`config.mk`:
```
export PLATFORM = sky130hd
export DESIGN_NAME = inst_fetch
export DESIGN_NICKNAME = d
export VERILOG_FILES = /design/src/rtl/fetch_pkg.sv /design/src/rtl/fetch_fifo.sv /design/src/rtl/inst_fetch.sv
export SDC_FILE = /design/constraint.sdc
export NUM_CORES = 1
export LEC_CHECK = 0
export ABC_CLOCK_PERIOD_IN_PS = 3600
export CORE_MARGIN = 2
export CORE_UTILIZATION = 50
export DETAILED_ROUTE_END_ITERATION = 16
export PLACE_DENSITY = 0.84
export SETUP_SLACK_MARGIN = 0.3
export SYNTH_ARGS = -nofsm -noshare
export SYNTH_HDL_FRONTEND = slang
export SYNTH_SLANG_ARGS = --single-unit
```
`constraint.sdc`:
```
create_clock -name clk -period 3.6 [get_ports clk]
set_clock_uncertainty 0.05 [all_clocks]
set_input_delay 1.08 -clock clk [delete_from_list [all_inputs] [get_ports clk]]
set_output_delay 1.08 -clock clk [all_outputs]
set_load 0.03 [all_outputs]
```
`src/rtl/fetch_pkg.sv`:
```
// Shared definitions for the instruction fetch slice: opcode encodings,
// instruction width, default address width and a jump-decode helper.
// No logic lives here; the package is imported by the fetch RTL.
package fetch_pkg;

    localparam int INST_W     = 16;
    localparam int DEFAULT_AW = 8;

    typedef enum logic [2:0] {
        OP_RTYPE = 3'b000,
        OP_ADDI  = 3'b001,
        OP_LOAD  = 3'b010,
        OP_STORE = 3'b011,
        OP_BEQ   = 3'b100,
        OP_JMP   = 3'b101
    } opcode_t;

    // Opcode field is inst[15:13]; only the opcode is passed in.
    function automatic logic is_jump(input logic [2:0] op);
        return op == OP_JMP;
    endfunction

endpackage

```
`src/rtl/fetch_fifo.sv`:
```
// Prefetch buffer: DEPTH-entry FIFO of W-bit words with synchronous flush.
// Latency: a pushed word is visible at head the cycle after the push.
// Backpressure: push while full is ignored unless a pop happens the same cycle.
// Ports: clk, rst (async active-low), flush, push/push_data, pop, head, count.
// DEPTH must be a power of two so the pointers wrap by plain overflow.
module fetch_fifo #(
    parameter int DEPTH = 2,
    parameter int W     = 24
) (
    input  logic                     clk,
    input  logic                     rst,
    input  logic                     flush,
    input  logic                     push,
    input  logic [W-1:0]             push_data,
    input  logic                     pop,
    output logic [W-1:0]             head,
    output logic [$clog2(DEPTH):0]   count
);

    localparam int PW = $clog2(DEPTH);
    localparam int CW = PW + 1;

    logic [W-1:0]  mem [DEPTH];
    logic [PW-1:0] wr_ptr;
    logic [PW-1:0] rd_ptr;
    logic          wr_en;
    logic          rd_en;

    assign rd_en = pop && (count != '0);
    assign wr_en = push && ((count != CW'(DEPTH)) || rd_en);
    assign head  = mem[rd_ptr];

    always_ff @(posedge clk) begin
        if (wr_en && !flush) begin
            mem[wr_ptr] <= push_data;
        end
    end

    always_ff @(posedge clk or negedge rst) begin
        if (!rst) begin
            wr_ptr <= '0;
            rd_ptr <= '0;
            count  <= '0;
        end else if (flush) begin
            wr_ptr <= '0;
            rd_ptr <= '0;
            count  <= '0;
        end else begin
            if (wr_en) wr_ptr <= wr_ptr + PW'(1);
            if (rd_en) rd_ptr <= rd_ptr + PW'(1);
            case ({wr_en, rd_en})
                2'b10:   count <= count + CW'(1);
                2'b01:   count <= count - CW'(1);
                default: count <= count;
            endcase
        end
    end

endmodule

```
`src/rtl/inst_fetch.sv`:
```
// Instruction fetch: sequential prefetch into a small buffer feeding decode.
// Latency: request in cycle N, instruction valid to decode in N+2 at earliest.
// Backpressure: inst_ready=0 holds the head; requests stop once buffer+in-flight fill DEPTH.
// Ports: clk, rst (async active-low, deasserted synchronously by the environment),
//   imem_req/imem_addr/imem_rdata (memory, 1-cycle read), redirect/redirect_pc,
//   inst_valid/inst/inst_pc/inst_ready (decode handshake).
// Optional: FETCH_JUMP_PREDECODE_EN redirects fetch on JMP words as they return.
module inst_fetch
    import fetch_pkg::*;
#(
    parameter int AW    = DEFAULT_AW,
    parameter int DEPTH = 2
) (
    input  logic              clk,
    input  logic              rst,
    output logic              imem_req,
    output logic [AW-1:0]     imem_addr,
    input  logic [INST_W-1:0] imem_rdata,
    input  logic              redirect,
    input  logic [AW-1:0]     redirect_pc,
    output logic              inst_valid,
    output logic [INST_W-1:0] inst,
    output logic [AW-1:0]     inst_pc,
    input  logic              inst_ready
);

    localparam int CW = $clog2(DEPTH) + 1;
    localparam int EW = INST_W + AW;

    logic [AW-1:0] pc;
    logic [AW-1:0] req_pc;     // address of the request now in flight
    logic          inflight;
    logic [CW-1:0] count;
    logic [EW-1:0] head;
    logic          pop;
    logic          resp_vld;
    logic          push;
    logic          jump_taken;
    logic [CW:0]   occ;
    logic [CW:0]   lim;

    assign inst_valid = (count != '0);
    assign pop        = inst_valid && inst_ready;

    // Credit check: slots already used (buffered + in flight) against DEPTH,
    // with a same-cycle pop freeing one slot.
    assign occ      = {1'b0, count} + (CW+1)'(inflight);
    assign lim      = (CW+1)'(DEPTH) + (CW+1)'(pop);
    assign imem_req = rst && !redirect && (occ < lim);
    assign imem_addr = pc;

`ifdef FETCH_JUMP_PREDECODE_EN
    // Set when a request went out in the same cycle a jump was decoded;
    // that request's data belongs to the wrong path and is dropped.
    logic discard;

    assign resp_vld   = inflight && !discard;
    assign jump_taken = push && is_jump(imem_rdata[15:13]);

    always_ff @(posedge clk or negedge rst) begin
        if (!rst) begin
            discard <= 1'b0;
        end else begin
            discard <= imem_req && jump_taken;
        end
    end
`else
    assign resp_vld   = inflight;
    assign jump_taken = 1'b0;
`endif

    // A redirect kills whatever response is arriving this cycle.
    assign push = resp_vld && !redirect;

    always_ff @(posedge clk or negedge rst) begin
        if (!rst) begin
            pc       <= '0;
            req_pc   <= '0;
            inflight <= 1'b0;
        end else begin
            inflight <= imem_req;
            req_pc   <= pc;
            if (redirect) begin
                pc <= redirect_pc;
            end else if (jump_taken) begin
                pc <= AW'(imem_rdata[7:0]);
            end else if (imem_req) begin
                pc <= pc + AW'(1);
            end
        end
    end

    fetch_fifo #(
        .DEPTH (DEPTH),
        .W     (EW)
    ) u_fifo (
        .clk       (clk),
        .rst       (rst),
        .flush     (redirect),
        .push      (push),
        .push_data ({imem_rdata, req_pc}),
        .pop       (pop),
        .head      (head),
        .count     (count)
    );

    // Outputs forced to zero when empty so reset and flush present clean values.
    assign inst    = inst_valid ? head[EW-1:AW] : '0;
    assign inst_pc = inst_valid ? head[AW-1:0]  : '0;

endmodule

```
### Word level (Yosys, flattened, before mapping)

Memories as Yosys holds them, arrays and structs flattened.
Cells that the tools add are included.

* logic and storage cells: 44
* flip-flop bits (word level): 21
* bits of input ports: 28
* output and inout bits: 34
* bits in writable memories: 48
* memories kept: 1

Memories
* u_fifo.mem: words 2, bits a word 24, rd ports 1, clocked after Yosys merged registers in 0, write ports 1, RTL line fetch_fifo.sv:23 `logic [W-1:0] mem [DEPTH];`

* muxes and demuxes: 12
* equal/unequal tests: 3
* reductions and logical operators: 14
* $add $sub $neg: 7
* $lt $le $gt $ge: 1

Operators with widths (count)
* two-way mux 8 bit: 3
* two-way mux 16 bit: 1
* adder 8 x 1 -> 8 bit (second input constant): 1
* nonzero test 2 bit: 4
* logical AND 1 bit: 7
* two-way mux 1 bit: 6
* one-hot mux 2 bit (2 select lines): 1
* adder 2 x 1 -> 3 bit: 1
* adder 2 x 1 -> 3 bit (first input constant): 1
* less-than comparator 3 bit: 1
* nonzero test 3 bit: 1
* adder 1 bit (second input constant): 2
* adder 2 x 1 -> 2 bit (second input constant): 1
* == test 2 x 1 -> 1 bit (second input constant): 1
* == test 2 bit (second input constant): 1
* two-way mux 2 bit: 1
* inequality test 2 bit (second input constant): 1
* subtractor 2 x 1 -> 2 bit (second input constant): 1
* logical NOT 1 bit: 1
* logical OR 1 bit: 1

### Longest topological paths before layout

* depth after elaboration: 8
* mapped depth: 6
* depth with buffers taken out: 6

### Modules after synthesis

A second synthesis with hierarchy kept.

* cell total of the unflattened synthesis: 198
* area, all modules: 2936.6 sq um

By module, submodules not included
* fetch_fifo: cells an instance 100, instances 1, area an instance 2006.9 sq um, sequential area each 1541.5 sq um
* inst_fetch: cells an instance 98, instances 1, area an instance 929.6 sq um, sequential area each 425.4 sq um

### Least setup slack after synthesis

Ideal clock, no wire load.

* path type: input to register
* start point: input port redirect
* end point: memory u_fifo.mem[1][0] (enable)
* data required time: 3.110 ns
* setup time: 0.440 ns
* data arrival time: 3.106 ns
* buffers on the path: 1
* setup slack: 0.003 ns
* cell stages on the path: 2
* cells stage by stage: clkbuf_1 > nor3b_1

* cells in the longest elaborated chain, start to end: 6

RTL lines
* start, declared: RTL line inst_fetch.sv:19 `input logic redirect,`
* logical NOT 1 bit (*): RTL line fetch_fifo.sv:34, inst_fetch.sv:73
* logical AND 1 bit: RTL line inst_fetch.sv:73 `assign push = resp_vld && !redirect;`
* logical AND 1 bit: RTL line fetch_fifo.sv:30 `assign wr_en = push && ((count != CW'(DEPTH)) || rd_en);`
* logical AND 1 bit (*): RTL line fetch_fifo.sv:34 `if (wr_en && !flush) begin`
* two-way mux 1 bit (*): RTL line fetch_fifo.sv:34
* two-way mux 1 bit (implied by the code) (*): RTL line fetch_fifo.sv:35 `mem[wr_ptr] <= push_data;`
* end, declared: RTL line fetch_fifo.sv:23

Mark *: on every way between the ends. The rest lies on a longest branch, timed or not.

### Final worst setup path

* start point: input port rst
* end point: output port imem_req

* cells in the longest elaborated chain, start to end: 2

RTL lines
* start, declared: RTL line inst_fetch.sv:15 `input logic rst,`
* logical AND 1 bit (2 in a row): RTL line inst_fetch.sv:49 `assign imem_req = rst && !redirect && (occ < lim);`
* end, declared: RTL line inst_fetch.sv:16 `output logic imem_req,`

Every way passes these cells.

==> results.toml <==
[sta]
maxSlewHeadroom_pct = 19.9
period_share_pct = 89.6
fin_ws_ns = 0.375
fmax_mhz = 310
fin_tns_setup_ns = 0
finalHoldViolations = 0
holdWs_ns = 0.396
slew_viol_final = 0
setup_viol = 0
layout_min_cycle_time_ns = 3.23
rsz0062_at_grt = "true"
tightest_slew_ns = 1.20

[yosys]
yosysSeqAreaShare_pct = 71.6
synth-simple-area-share_pct = 10.8
synthesis.instances = 194
synth_edf_count = 48
synthXorXnorAreaFrac_pct = 0.638
ys_ff_latch = 69
yosys_warnings = 0
synth_compound_area_share_pct = 5.19
synthDistinctLibCells = 30
syn_area_um2 = 2750
synth.avg_cell_area_um2 = 14.2
async_flop_share_pct = 30.4
synth_top_area_share_pct = 52.5
synth.net_count = 225
synth_flop_cell = "edfxtp_1"
synthTopCellsByArea = "edfxtp_1 52%, dfrtp_1 19%, mux2i_1 8.7%"
synthMuxAreaShare_pct = 8.74
synthAdderAreaFrac_pct = 1.37
synth_top_cell_by_area = "edfxtp_1"
synth_top_family_by_area = "simple AND/OR/NAND/NOR gates"

[hold_path]
min_path_type = "flip-flop to flip-flop"

[critical_path]
cpMaxStageDelayCell = "clkdlybuf4s50_1"
r2r-start = "u_fifo.count[0]"
cp_slowest_stage_delay_ns = 0.48
startpoint = "rst"
cp_data_arrival_time_ns = 2.10
start_kind = "input pin"
endpoint_kind = "primary output"
crit_path_end = "imem_req"
reg2reg_slack_ns = 1.18
r2r_cells = 3
critPathKind = "input pin to primary output"
cp.required_ns = 2.47
path_cells = "clkdlybuf4s50_1 -> nor2b_2 -> nand2_1 -> nor2_2 -> buf_4"
r2r_end = "u_fifo.mem[1][1]"
crit_path_max_fanout = 2

[global_routing]
track_usage_pct = 18.1
grt_pass1_vias = 1761
grt_antenna_before_repair = 0
grt_max_degree = 25
overflow = 0
grt_pass1_wl_um = 8340

[clock_network]
root_buffer = "clkbuf_8"
hold_buffers = 0
cts_max_level = 3
clock_latency_ns = 0.33
clkTransAtPathRegs_ns = 0.07
cts_sinks = 69
numCtsBuffers = 9
cts_tree = "built"
cts_buffer_depth = 2

[route]
vias_per_cell = 5.33
postRouteAntennaNets = 0
vias = 1824
wl_per_cell_um = 15.4
drc = 0
drtIter0Drc = 75
first_pass_iters = 4
wirelength_um = 5250

[pwr]
max-vdd-ir-drop_v = 0.000237
power.leakage_nw = 1.31
power.density_nw_per_um2 = 473
total_power_mw = 1.75

[floorplan]
ioPinCount = 62
dieWidth_um = 78.1
core_um2 = 5200
start_util_pct = 52.8
die_area_um2 = 6100
rows = 26
die_h_um = 78.1

[finish]
fin_nets = 298
drive_gt1_share_pct = 10.3
syn_to_final_growth_pct = 35.1
multiInputGateArea_um2 = 771
antenna_cells = 0
seq_area_um2 = 1970
fillers = 355

[job]
drv_cap = 0

[placed_design]
io_buffers = 61
gp_congestion = 0.819
pre_cts_slack_ns = 0.0411

[status]
status = "finished, final reports clean"
-- synth_stat cells, types with 2 or more instances --
library cell / number
a21oi_1: 2
a31oi_1: 6
buf_2: 3
clkbuf_1: 5
dfrtp_1: 21
edfxtp_1: 48
ha_1: 3
inv_1: 3
mux2i_1: 24
nand2_1: 4
nand2b_1: 3
nand3_1: 3
nand4_1: 3
nor2_1: 35
nor2b_1: 3
nor3_1: 2
o21ai_0: 6
o31ai_1: 3
or3_1: 2
or4_1: 4
xor2_1: 2
-- what timing repair did --
action	CTS	global route
cloned	0	0
setup endpoints to repair	16	13
pin swaps	0	1
setup buffers	0	4
resized for setup	3	3
-- critical path, delay by kind of cell --
family	cells	cell delay [ns]
buffers and inverters	2	0.65
AND/OR/NAND/NOR	3	0.36
-- final cells by class --
| type | instances | area share (%) |
|---|---|---|
| clock inverters | 1 | 0.809 |
| repair buffers | 70 | 18.3 |
| flip-flops and latches | 69 | 53.0 |
| well taps | 70 | 2.36 |
| inverters | 3 | 0.303 |
| multi-input cells | 114 | 20.8 |
| clock buffers | 15 | 4.48 |
-- how the worst min path moves through the flow --
stage               from               end  slack (ns)  depth (start not counted)
2_1_floorplan  req_pc[0]  u_fifo.mem[0][0]        0.37                          0
3_3_place_gp   req_pc[0]  u_fifo.mem[0][0]        0.37                          0
3_5_place_dp   req_pc[2]  u_fifo.mem[1][2]        0.38                          0
4_1_cts        req_pc[2]  u_fifo.mem[1][2]        0.39                          0
5_1_grt        req_pc[2]  u_fifo.mem[1][2]        0.40                          0
6_report       req_pc[1]  u_fifo.mem[0][1]        0.40                          0
-- state kept, by name, indices dropped and copies added (netlist names) --
| register | count |
|---|---|
| u_fifo.rd_ptr | 1 |
| u_fifo.mem | 48 |
| imem_addr | 8 |
| req_pc | 8 |
| inflight | 1 |
| u_fifo.count | 2 |
| u_fifo.wr_ptr | 1 |
-- layout by cell type, fill, tap and decap left out, drive strengths merged, types with 6 or more instances in the layout --
| cell type | count |
|---|---|
| a31oi | 6 |
| buf | 10 |
| clkbuf | 15 |
| clkdlybuf4s50 | 59 |
| dfrtp | 21 |
| edfxtp | 48 |
| mux2i | 24 |
| nor2 | 35 |
| o21ai | 7 |
-- power by group --
| group | switching [mW] | leakage, nW | internal (mW) |
|---|---|---|---|
| registers | 0.0301 | 0.686 | 0.891 |
| clock network | 0.255 | 0.0979 | 0.360 |
| logic | 0.118 | 0.530 | 0.101 |
-- kinds of logic after synthesis --
| logic type | Yosys count |
|---|---|
| XOR/XNOR | 2 |
| buffers and inverters | 11 |
| multiplexers | 24 |
| AO/OA/AOI/OAI | 22 |
| flip-flops | 69 |
| AND/OR/NAND/NOR | 63 |
| adder cells (fa/ha/maj) | 3 |
-- metrics by stage --
step / utilization [%] / cell area [um^2] / cells
2_1_floorplan: - / 2760 / 194
3_3_place_gp: 66.7 / 3470 / 322
3_5_place_dp: 66.7 / 3470 / 322
4_1_cts: 70.6 / 3670 / 338
5_1_grt: 71.3 / 3710 / 342
6_report: 71.3 / 3710 / 342
-- metal layers --
layer	vias to the layer above	part of all wire [%]	GRT usage (%)	wire (um)
met2	67	50	28.6	2600
met1	878	44	23.9	2300
met4	0	1.8	8.95	93
met3	10	4.9	3.91	257
li1	869	-	-	-
met5	-	0	0	0
Note: power is estimated with default switching activity, not from simulation.
